**config.mk**
```make
export PLATFORM = sky130hd
export DESIGN_NAME = pipeline_trace_capture_flat
export DESIGN_NICKNAME = d
export VERILOG_FILES = /design/src/rtl/pipeline_trace_capture_pkg.sv /design/src/rtl/pipeline_trace_capture_if.sv /design/src/rtl/pipeline_trace_capture_fifo.sv /design/src/rtl/pipeline_trace_capture.sv /design/src/flat_wrapper.sv
export SDC_FILE = /design/constraint.sdc
export NUM_CORES = 1
export LEC_CHECK = 0
export BUFFER_PORTS_ARGS = -buffer_cell sky130_fd_sc_hd__buf_2
export CAP_MARGIN = 20
export CORE_MARGIN = 2
export CORE_UTILIZATION = 31
export DETAILED_ROUTE_END_ITERATION = 10
export GPL_TIMING_DRIVEN = 1
export PLACE_DENSITY = 0.46
export SLEW_MARGIN = 10
export SYNTH_ARGS = -nofsm -noshare
export SYNTH_HDL_FRONTEND = slang
export SYNTH_HIERARCHICAL = 1
export SYNTH_SLANG_ARGS = --single-unit
```
**constraint.sdc**
```tcl
create_clock -name clk -period 7.5 [get_ports clk]
set_clock_uncertainty 0.2 [all_clocks]
set_input_delay 1.5 -clock clk [delete_from_list [all_inputs] [get_ports clk]]
set_output_delay 1.5 -clock clk [all_outputs]
set_load 0.005 [all_outputs]
```
**src/rtl/pipeline_trace_capture_pkg.sv**
```systemverilog
// Shared definitions for the pipeline trace capture block.
//   - FSM state encoding (also the value driven on the 'state' port)
//   - trig_mode codes and the trigger decode helper
//   - rd_data field offsets and base entry width
// Optional feature macro: TRACE_TIMESTAMP_EN (adds a timestamp field above the 64-bit entry).
package pipeline_trace_capture_pkg;

  typedef enum logic [1:0] {
    StIdle    = 2'd0,
    StArmed   = 2'd1,
    StCapture = 2'd2,
    StDone    = 2'd3
  } trace_state_e;

  localparam logic [1:0] TRIG_IMMEDIATE  = 2'd0;
  localparam logic [1:0] TRIG_BRANCH     = 2'd1;
  localparam logic [1:0] TRIG_JUMP       = 2'd2;
  localparam logic [1:0] TRIG_BR_OR_JUMP = 2'd3;

  localparam int unsigned INSTR_LSB = 32;
  localparam int unsigned ALU_LSB   = 0;
  localparam int unsigned BASE_W    = 64;

`ifdef TRACE_TIMESTAMP_EN
  localparam bit TS_EN = 1'b1;
`else
  localparam bit TS_EN = 1'b0;
`endif

  // Trigger condition seen while ARMED.
  function automatic logic trig_hit(input logic [1:0] mode, input logic wb_valid,
                                    input logic branch, input logic jump,
                                    input logic taken);
    logic hit;
    hit = 1'b0;
    case (mode)
      TRIG_IMMEDIATE:  hit = wb_valid;
      TRIG_BRANCH:     hit = branch & taken;
      TRIG_JUMP:       hit = jump;
      TRIG_BR_OR_JUMP: hit = (branch & taken) | jump;
      default:         hit = 1'b0;
    endcase
    return hit;
  endfunction

endpackage

```
**src/rtl/pipeline_trace_capture_if.sv**
```systemverilog
// Retire-stream and trace read-port bundle.
//   master: pipeline/reader side (drives retire stream and rd_ready)
//   slave : capture block (drives rd_valid, rd_data)
// DATA_W is 64, or 64 + TS_W when TRACE_TIMESTAMP_EN is defined.
interface pipeline_trace_capture_if #(
  parameter int unsigned DATA_W = 64
);
  logic              wb_valid;
  logic [31:0]       instr_wb;
  logic [31:0]       alu_result_wb;
  logic              Branch_mem;
  logic              Jump_mem;
  logic              ifbranch;
  logic              rd_valid;
  logic              rd_ready;
  logic [DATA_W-1:0] rd_data;

  modport master (
    output wb_valid, instr_wb, alu_result_wb, Branch_mem, Jump_mem, ifbranch, rd_ready,
    input  rd_valid, rd_data
  );

  modport slave (
    input  wb_valid, instr_wb, alu_result_wb, Branch_mem, Jump_mem, ifbranch, rd_ready,
    output rd_valid, rd_data
  );
endinterface

```
**src/rtl/pipeline_trace_capture_fifo.sv**
```systemverilog
// Show-ahead FIFO for trace entries.
//   clk, rst   : clock, async active-high reset
//   push       : write request (dropped when full unless a pop happens the same cycle)
//   push_data  : entry to write
//   pop_req    : reader ready; pops only when non-empty
//   flush      : empties the FIFO, overrides a simultaneous push
//   head       : current head entry (zero when empty)
//   not_empty  : head is valid
//   full       : occupancy == DEPTH
//   level      : occupancy
module pipeline_trace_capture_fifo #(
  parameter int unsigned WIDTH = 64,
  parameter int unsigned DEPTH = 16
) (
  input  logic                     clk,
  input  logic                     rst,
  input  logic                     push,
  input  logic [WIDTH-1:0]         push_data,
  input  logic                     pop_req,
  input  logic                     flush,
  output logic [WIDTH-1:0]         head,
  output logic                     not_empty,
  output logic                     full,
  output logic [$clog2(DEPTH):0]   level
);
  localparam int unsigned PW = $clog2(DEPTH);

  logic [WIDTH-1:0] mem [DEPTH];
  logic [PW-1:0]    wr_ptr_q, rd_ptr_q;
  logic [PW:0]      count_q;
  logic             pop, wr_en;

  assign not_empty = count_q != '0;
  assign full      = count_q == (PW+1)'(DEPTH);
  assign pop       = pop_req & not_empty;
  // A full FIFO still accepts a push when the head leaves in the same cycle.
  assign wr_en     = push & (~full | pop) & ~flush;
  assign head      = not_empty ? mem[rd_ptr_q] : '0;
  assign level     = count_q;

  always_ff @(posedge clk or posedge rst) begin
    if (rst) begin
      wr_ptr_q <= '0;
      rd_ptr_q <= '0;
      count_q  <= '0;
    end else if (flush) begin
      wr_ptr_q <= '0;
      rd_ptr_q <= '0;
      count_q  <= '0;
    end else begin
      if (wr_en) wr_ptr_q <= wr_ptr_q + PW'(1);
      if (pop)   rd_ptr_q <= rd_ptr_q + PW'(1);
      count_q <= count_q + {{PW{1'b0}}, wr_en} - {{PW{1'b0}}, pop};
    end
  end

  // Storage needs no reset: head is masked to zero while empty.
  always_ff @(posedge clk) begin
    if (wr_en) mem[wr_ptr_q] <= push_data;
  end

endmodule

```
**src/rtl/pipeline_trace_capture.sv**
```systemverilog
// Trace capture of the WB-stage retire stream.
// An arm pulse moves IDLE/DONE -> ARMED; the selected trigger moves ARMED -> CAPTURE, after which
// every retire is pushed into a show-ahead FIFO until POST_CNT retires have been attempted (DONE).
//   clk, rst   : clock, async active-high reset
//   bus        : retire stream + valid/ready read port (slave modport)
//   arm, abort, flush : control pulses (abort beats arm/trigger; flush is FSM-independent)
//   trig_mode  : 0 immediate, 1 taken branch, 2 jump, 3 taken branch or jump
//   state      : IDLE=0 ARMED=1 CAPTURE=2 DONE=3
//   overflow   : sticky, a capture push was dropped on a full FIFO
//   level      : FIFO occupancy
// Optional: TRACE_TIMESTAMP_EN adds a free-running TS_W-bit counter sampled into rd_data[63+TS_W:64].
module pipeline_trace_capture
  import pipeline_trace_capture_pkg::*;
#(
  parameter int unsigned DEPTH    = 16,
  parameter int unsigned POST_CNT = 8,
  parameter int unsigned TS_W     = 16
) (
  input  logic                   clk,
  input  logic                   rst,
  pipeline_trace_capture_if.slave bus,
  input  logic                   arm,
  input  logic                   abort,
  input  logic                   flush,
  input  logic [1:0]             trig_mode,
  output logic [1:0]             state,
  output logic                   overflow,
  output logic [$clog2(DEPTH):0] level
);
  localparam int unsigned DATA_W = BASE_W + (TS_EN ? TS_W : 0);

  trace_state_e      state_q;
  logic [7:0]        post_q;
  logic              overflow_q;
  logic              trig, push_try, fifo_full, fifo_pop, drop, last;
  logic [7:0]        post_next;
  logic [DATA_W-1:0] push_data;

  assign trig      = trig_hit(trig_mode, bus.wb_valid, bus.Branch_mem, bus.Jump_mem,
                              bus.ifbranch);
  // The triggering retire itself is entry 0.
  assign push_try  = bus.wb_valid & ~abort &
                     ((state_q == StCapture) | ((state_q == StArmed) & trig));
  assign post_next = post_q + 8'd1;
  assign last      = post_next == 8'(POST_CNT);
  assign fifo_pop  = bus.rd_ready & bus.rd_valid;
  assign drop      = push_try & fifo_full & ~fifo_pop & ~flush;

`ifdef TRACE_TIMESTAMP_EN
  logic [TS_W-1:0] ts_q;

  always_ff @(posedge clk or posedge rst) begin
    if (rst) ts_q <= '0;
    else     ts_q <= ts_q + TS_W'(1);
  end

  assign push_data = {ts_q, bus.instr_wb, bus.alu_result_wb};
`else
  assign push_data = {bus.instr_wb, bus.alu_result_wb};
`endif

  always_ff @(posedge clk or posedge rst) begin
    if (rst) begin
      state_q    <= StIdle;
      post_q     <= '0;
      overflow_q <= 1'b0;
    end else begin
      if (flush)     overflow_q <= 1'b0;
      else if (drop) overflow_q <= 1'b1;

      if (abort) begin
        state_q <= StIdle;
      end else begin
        unique case (state_q)
          StIdle, StDone: begin
            if (arm) begin
              state_q    <= StArmed;
              post_q     <= '0;
              overflow_q <= 1'b0;
            end
          end
          StArmed: begin
            if (trig) begin
              state_q <= StCapture;
              if (bus.wb_valid) begin
                post_q <= post_next;
                if (last) state_q <= StDone;
              end
            end
          end
          StCapture: begin
            if (bus.wb_valid) begin
              post_q <= post_next;
              if (last) state_q <= StDone;
            end
          end
          default: state_q <= StIdle;
        endcase
      end
    end
  end

  pipeline_trace_capture_fifo #(
    .WIDTH (DATA_W),
    .DEPTH (DEPTH)
  ) u_fifo (
    .clk       (clk),
    .rst       (rst),
    .push      (push_try),
    .push_data (push_data),
    .pop_req   (bus.rd_ready),
    .flush     (flush),
    .head      (bus.rd_data),
    .not_empty (bus.rd_valid),
    .full      (fifo_full),
    .level     (level)
  );

  assign state    = state_q;
  assign overflow = overflow_q;

endmodule

```
**src/flat_wrapper.sv**
```systemverilog
// flat-port wrapper written by rule: the top's interface ports become plain ports
module pipeline_trace_capture_flat import pipeline_trace_capture_pkg::*;
#(
  parameter int unsigned DEPTH    = 16,
  parameter int unsigned POST_CNT = 8,
  parameter int unsigned TS_W     = 16
)
  (clk, rst, arm, abort, flush, trig_mode, state, overflow, level, bus_wb_valid, bus_instr_wb, bus_alu_result_wb, bus_Branch_mem, bus_Jump_mem, bus_ifbranch, bus_rd_ready, bus_rd_valid, bus_rd_data);
  pipeline_trace_capture_if #(.DATA_W((BASE_W + (TS_EN ? TS_W : 0)))) bus_i ();
  input  logic clk;
  input  logic rst;
  input  logic arm;
  input  logic abort;
  input  logic flush;
  input  logic [1:0] trig_mode;
  output logic [1:0] state;
  output logic overflow;
  output logic [$clog2(DEPTH):0] level;
  input wire logic [$bits(bus_i.wb_valid)-1:0] bus_wb_valid;
  input wire logic [$bits(bus_i.instr_wb)-1:0] bus_instr_wb;
  input wire logic [$bits(bus_i.alu_result_wb)-1:0] bus_alu_result_wb;
  input wire logic [$bits(bus_i.Branch_mem)-1:0] bus_Branch_mem;
  input wire logic [$bits(bus_i.Jump_mem)-1:0] bus_Jump_mem;
  input wire logic [$bits(bus_i.ifbranch)-1:0] bus_ifbranch;
  input wire logic [$bits(bus_i.rd_ready)-1:0] bus_rd_ready;
  output wire logic [$bits(bus_i.rd_valid)-1:0] bus_rd_valid;
  output wire logic [$bits(bus_i.rd_data)-1:0] bus_rd_data;
  assign bus_i.wb_valid = bus_wb_valid;
  assign bus_i.instr_wb = bus_instr_wb;
  assign bus_i.alu_result_wb = bus_alu_result_wb;
  assign bus_i.Branch_mem = bus_Branch_mem;
  assign bus_i.Jump_mem = bus_Jump_mem;
  assign bus_i.ifbranch = bus_ifbranch;
  assign bus_i.rd_ready = bus_rd_ready;
  assign bus_rd_valid = bus_i.rd_valid;
  assign bus_rd_data = bus_i.rd_data;
  pipeline_trace_capture #(.DEPTH(DEPTH), .POST_CNT(POST_CNT), .TS_W(TS_W)) u_core (.clk(clk), .rst(rst), .bus(bus_i), .arm(arm), .abort(abort), .flush(flush), .trig_mode(trig_mode), .state(state), .overflow(overflow), .level(level));
endmodule
```
Word-level counts from Yosys, hierarchy flattened
Memory sizes are Yosys's and may differ from the RTL's.
Index checks and enable logic that the tools add are counted.
Operators by class
  add/sub/neg operators: 5
  eq/ne operators: 14
  mux-type cells: 26
  bitwise gates (word level): 17
  reduce and logical (&&, ||, !) cells: 8
Operator list (count)
  64-bit two-way mux: 1
  8-bit two-way mux: 3
  8-bit case mux with 3 select lines: 1
  4-bit two-way mux: 4
  2-bit two-way mux: 6
  1-bit AND: 10
  4-bit by 1-bit adder with 4-bit output, second input constant: 2
  8-bit by 1-bit adder with 8-bit output, second input constant: 1
  2-bit equality test, second input constant: 4
  8-bit by 4-bit equality test with 1-bit output, second input constant: 1
  1-bit two-way mux: 8
  3-bit by 2-bit inequality test with 1-bit output, second input constant: 2
  3-bit inequality test, second input constant: 2
  2-bit case mux with 3 select lines: 1
  5-bit by 1-bit adder with 5-bit output: 1
  5-bit equality test, second input constant: 1
  5-bit two-way mux: 1
  5-bit nonzero test: 1
  5-bit by 1-bit subtractor with 5-bit output: 1
  2-bit by 1-bit equality test with 1-bit output, second input constant: 2
  2-bit logical NOT: 2
  1-bit NOT: 4
  1-bit case mux with 4 select lines: 1
  4-bit AND reduction: 1
  other kinds (6): 9
Word-level totals
  register bits after elaboration: 24
  RAM bits: 1024
  input bits: 76
  output and inout port bits: 73
  word-level logic and storage cells: 77
  memories kept: 1
Memories
  u_core.u_fifo.mem: words 16, width 64, rd ports 1, clocked after Yosys merged registers in 0, wr ports 1, RTL line pipeline_trace_capture_fifo.sv:28  | logic [WIDTH-1:0] mem [DEPTH];

Depth between registers and ports, before layout
  depth after elaboration: 14
  depth in mapped cells: 18
  gate-level depth less buffers: 17

By module
Netlist, hierarchy kept.
Modules (own cells, without submodules)
  pipeline_trace_capture_fifo: instances 1, cells each 1674, area each 39446.6 um^2, seq. area each 31074.8 um^2
  pipeline_trace_capture: instances 1, cells each 91, area each 799.5 um^2, seq. area each 275.3 um^2

Worst setup path before layout
OpenSTA, ideal clock, no wires.
  kind: input to register
  from: input port trig_mode[0]
  to: memory u_core.u_fifo.mem[11][0], enable pin
  setup time: 0.429 ns
  arrival: 4.462 ns
  slack: 2.408 ns
  stages: 8
  path buffers: 1
  cell sequence: nor3b_2 > a211oi_1 > o21a_1 > nor2_1 > o21ai_0 > nor2_1 > clkbuf_1 > and3_1
Between the ends
  word-level cells in the longest chain between the ends: 9
Ends and longest elaborated chain
  start, declared: RTL line flat_wrapper.sv:15  | input logic [1:0] trig_mode;
  2-bit equality test, or another cell as far along: RTL line pipeline_trace_capture_pkg.sv:36  | case (mode)
  1-bit case mux with 4 select lines (*): RTL line pipeline_trace_capture_pkg.sv:36
  1-bit AND (*): RTL line pipeline_trace_capture.sv:43  | ((state_q == StCapture) | ((state_q == StArmed) & trig));
  1-bit OR (*): RTL line pipeline_trace_capture.sv:43
  1-bit AND (*): RTL line pipeline_trace_capture.sv:42  | assign push_try = bus.wb_valid & ~abort &
  net u_core.push_try: RTL line pipeline_trace_capture.sv:35  | logic trig, push_try, fifo_full, fifo_pop, drop, last;
  1-bit AND (*) (2 in series): RTL line pipeline_trace_capture_fifo.sv:37  | assign wr_en = push & (~full | pop) & ~flush;
  1-bit two-way mux (*): RTL line pipeline_trace_capture_fifo.sv:59  | if (wr_en) mem[wr_ptr_q] <= push_data;
  1-bit two-way mux (not written as such) (*): RTL line pipeline_trace_capture_fifo.sv:59
  end, declared: RTL line pipeline_trace_capture_fifo.sv:28
Mark *: on every way through the listed nets, which the timed path passes. The rest lies on a longest branch.

Worst setup path in the final report
  from: register u_core.u_fifo.rd_ptr_q[0]
  to: output port bus_rd_data[31]
Between the ends
  word-level cells in the longest chain between the ends: 2
Ends and longest elaborated chain
  start, declared: RTL line pipeline_trace_capture_fifo.sv:29  | logic [PW-1:0] wr_ptr_q, rd_ptr_q;
  start signal, assigned: RTL line pipeline_trace_capture_fifo.sv:52  | if (pop) rd_ptr_q <= rd_ptr_q + PW'(1);
  memory read 16 x 64 bit
  64-bit two-way mux: RTL line pipeline_trace_capture_fifo.sv:38  | assign head = not_empty ? mem[rd_ptr_q] : '0;
  end, declared: RTL line flat_wrapper.sv:27  | output wire logic [$bits(bus_i.rd_data)-1:0] bus_rd_data;
Every way passes these cells.

==> impl_metrics.toml <==
[clock_network]
hold_buffers = 0
ctsHtreeMaxLevel = 3
clock_tree.buffer_depth = 3
post_cts_resized = 0
clkTransAtPathRegs_ps = 60
cts.root.buffer_cell = "sky130_fd_sc_hd__clkbuf_16"
post_cts_buffers = 0
cts_made_buffers = 110
clock_tree_from_tritoncts = "built"
clock_insertion_delay_worst_skew_ps = 660
tritoncts_num_sinks = 1048

[synthesis]
syn_avg_cell_area_um2 = 22.8
yosys-top-cells-area = "sky130_fd_sc_hd__edfxtp_1, sky130_fd_sc_hd__mux4_2, sky130_fd_sc_hd__mux2i_1"
synth_sequential_area_ratio = 0.779
yosysWarnings = 6
netlist.top_cell.by_area = "sky130_fd_sc_hd__edfxtp_1"
synth_edf_count = 1024
mapped_nets = 1856
dominantRegCellSynth = "sky130_fd_sc_hd__edfxtp_1"
count_leader_synth = "sky130_fd_sc_hd__edfxtp_1"
netlist-cell-type-count = 53
netlist.area_leader.share = 0.764
synth.cell_area_um2 = 40200
number_of_synthesized_register_bits = 1048
synthArstFlopShare = 0.0229
post_synth_most_frequent_cells = "sky130_fd_sc_hd__edfxtp_1, sky130_fd_sc_hd__mux4_2, sky130_fd_sc_hd__mux2i_1, sky130_fd_sc_hd__o21ai_0, sky130_fd_sc_hd__a22oi_1"
post_synth_inst_count = 1765

[global_routing]
grt_start_max_net_pins = 92
grt_use_met1 = 0.202
grt.met3_usage = 0.0286
grt_usage = 0.147
grt-busiest-layer = "met2"
vias_in_the_first_global_route = 19800
grt_antenna_before_repair = 19
grt_first_pass_wirelength_mm = 141
met2_usage_grt = 0.238
grt_remaining_overflow = 0

[final_layout]
synthToLayoutAreaGrowth_pct = 16.1
fin_nets = 2058
layoutNonFillerInstCount = 3806
fin_util = 0.362
post_route_cells_drive_above_1_share = 0.304
fill_cells = 11900

[placement]
place_congestion = 0.741
detailedPlacementHpwl_mm = 54.3
place_inst = 3596
io_buffers = 148

[sta]
slew_of_the_pin_with_the_lowest_slew_margin_ps = 1050
finalSetupViolations = 0
slew_violations = 0
fin_crit_sh = 0.721
finalHoldViolCount = 0
slew_headroom = 0.299
fmaxAchievable_ghz = 0.185
period_needed_ps = 5410
unrepaired_setup_endpoints_after_global_routing = "no"
setup_tns_final_ps = 0
fin_hold_ws_ps = 326

[worst_setup_path]
worst_path_max_fanout = 89
max_stage_delay_ps = 830
timing.rr.end = "u_core/u_fifo/mem[4][35]"
ff2ff_path_depth = 9
rrSetupSlack_ps = 3250
critical_path_arrival_ps = 3710
start_kind = "flop"
crit_path_end_kind = "primary output"
worst_r2r_startpoint = "u_core/state[1]"
critical_path.cell_chain = "buf_12, mux4_2, a22oi_1, o21ai_0, buf_2"
timing.critical_path.max_delay_family = "buffers and inverters"
cp_data_required_time_ps = 5800
worst_path_max_delay_cell = "sky130_fd_sc_hd__dfrtp_4"
worstSetupPathType = "reg2out"
critPathBufInv = 2

[floorplan]
die_width_um = 364
ios = 149
core_region_area_um2 = 129000
die_y_um = 364
floorplan.rows = 132
starting_utilization_of_the_core_area = 0.312
die_footprint_um2 = 133000

[drt]
wl_per_cell_um = 25.5
dr_total_vias = 18600
ant_nets = 0
drcViolationCount = 0
drt-initial-drc-count = 1377
first_pass_iters = 5
drt-total-wl_mm = 96.9
avgViaCountPerCell = 4.89

[worst_hold_path]
holdCritStartpoint = "u_core/overflow"
worst_hold_path_cells = 1
min_delay_worst_endpoint = "u_core/overflow"
worstHoldPathType = "reg2reg"

[power]
static-leakage-power_nw = 14.3
pwr_cell_area_nw_per_um2 = 311
vdd_drop_max_mv = 0.212

[flow_run]
drv_cap = 0

[status]
outcome = "finished clean"
-- layout by cell type, fill, tap and decap left out, drive strengths merged, types with 4 or more instances in the layout --
| master | synthesis | final |
|---|---|---|
| nor2 | 17 | 17 |
| buf | 60 | 182 |
| clkbuf | 32 | 137 |
| bufinv | 0 | 11 |
| and3 | 20 | 20 |
| ha | 14 | 14 |
| dfrtp | 24 | 24 |
| o21ai | 70 | 70 |
| clkinv | 0 | 55 |
| nand2 | 10 | 10 |
| a22oi | 63 | 63 |
| edfxtp | 1024 | 1024 |
| nand3 | 10 | 10 |
| mux4 | 254 | 254 |
| xor2 | 4 | 4 |
| nor3b | 4 | 4 |
| nor2b | 7 | 7 |
| inv | 22 | 25 |
| nor3 | 7 | 7 |
| mux2i | 71 | 71 |
| a21oi | 12 | 12 |
| xnor2 | 7 | 7 |
-- state kept, by name, indices dropped and copies added, names as in the netlist --
register	cells
u_core/u_fifo/mem	1024
u_core/post_q	8
u_core/u_fifo/level	5
u_core/u_fifo/rd_ptr_q	4
u_core/u_fifo/wr_ptr_q	4
u_core/state	2
u_core/overflow	1
-- layout make-up --
cell class	instances	area, um2	area share
Sequential cell	1048	31400	0.671
Multi-Input combinational cell	603	8450	0.181
Clock buffer	137	2880	0.0615
Tap cell	1742	2180	0.0466
Timing Repair Buffer	182	1040	0.0223
Clock inverter	70	736	0.0157
Inverter	22	82.6	0.00177
Antenna cell	2	5.00	0.000107
-- report_power, final --
group	switching, W	total (W)	internal, W
clock network	0.00226	0.00538	0.00311
logic	0.00139	0.00256	0.00116
registers	0.000106	0.00658	0.00648
-- routing by layer --
layer  vias to the layer above  part of all wire
met2                       446              0.49
met3                       122             0.048
li1                       7923                 -
met4                         8             0.017
met1                     10100              0.45
met5                         -           0.00055
-- logic make-up after synthesis --
kind of cell,count (synthesis),synth area share
AOI/OAI and AO/OA,163,0.0275
xor gates and xnor gates,11,0.00239
adders and majority gates,15,0.00485
buffers and inverters,114,0.0136
DFF,1048,0.779
muxes,327,0.160
and+or+nand+nor,87,0.0123
-- worst max-delay path by stage --
stage	slack, ps	from	to	depth (start not counted)
6_report	2090	u_core/u_fifo/rd_ptr_q[0]	bus_rd_data[31]	5
5_1_grt	1680	u_core/u_fifo/rd_ptr_q[0]	bus_rd_data[19]	5
2_1_floorplan	2410	trig_mode[0]	u_core/u_fifo/mem[11][0]	8
4_1_cts	1870	u_core/u_fifo/rd_ptr_q[0]	bus_rd_data[19]	5
3_3_place_gp	2060	trig_mode[1]	u_core/u_fifo/mem[7][13]	9
3_5_place_dp	1940	trig_mode[1]	u_core/u_fifo/mem[10][29]	9
-- stage by stage --
step | setup WS (ps) | power [W] | instance area (um2)
detailed placement | 1940 | 0.00935 | 43100
global placement | 2060 | 0.00932 | 43100
finish | 2090 | 0.0145 | 46700
CTS | 1870 | 0.0148 | 46700
global route | 1680 | 0.0152 | 46700
floorplan | 2410 | 0.00836 | 40200
No activity file was read; power rests on OpenSTA's default activity.
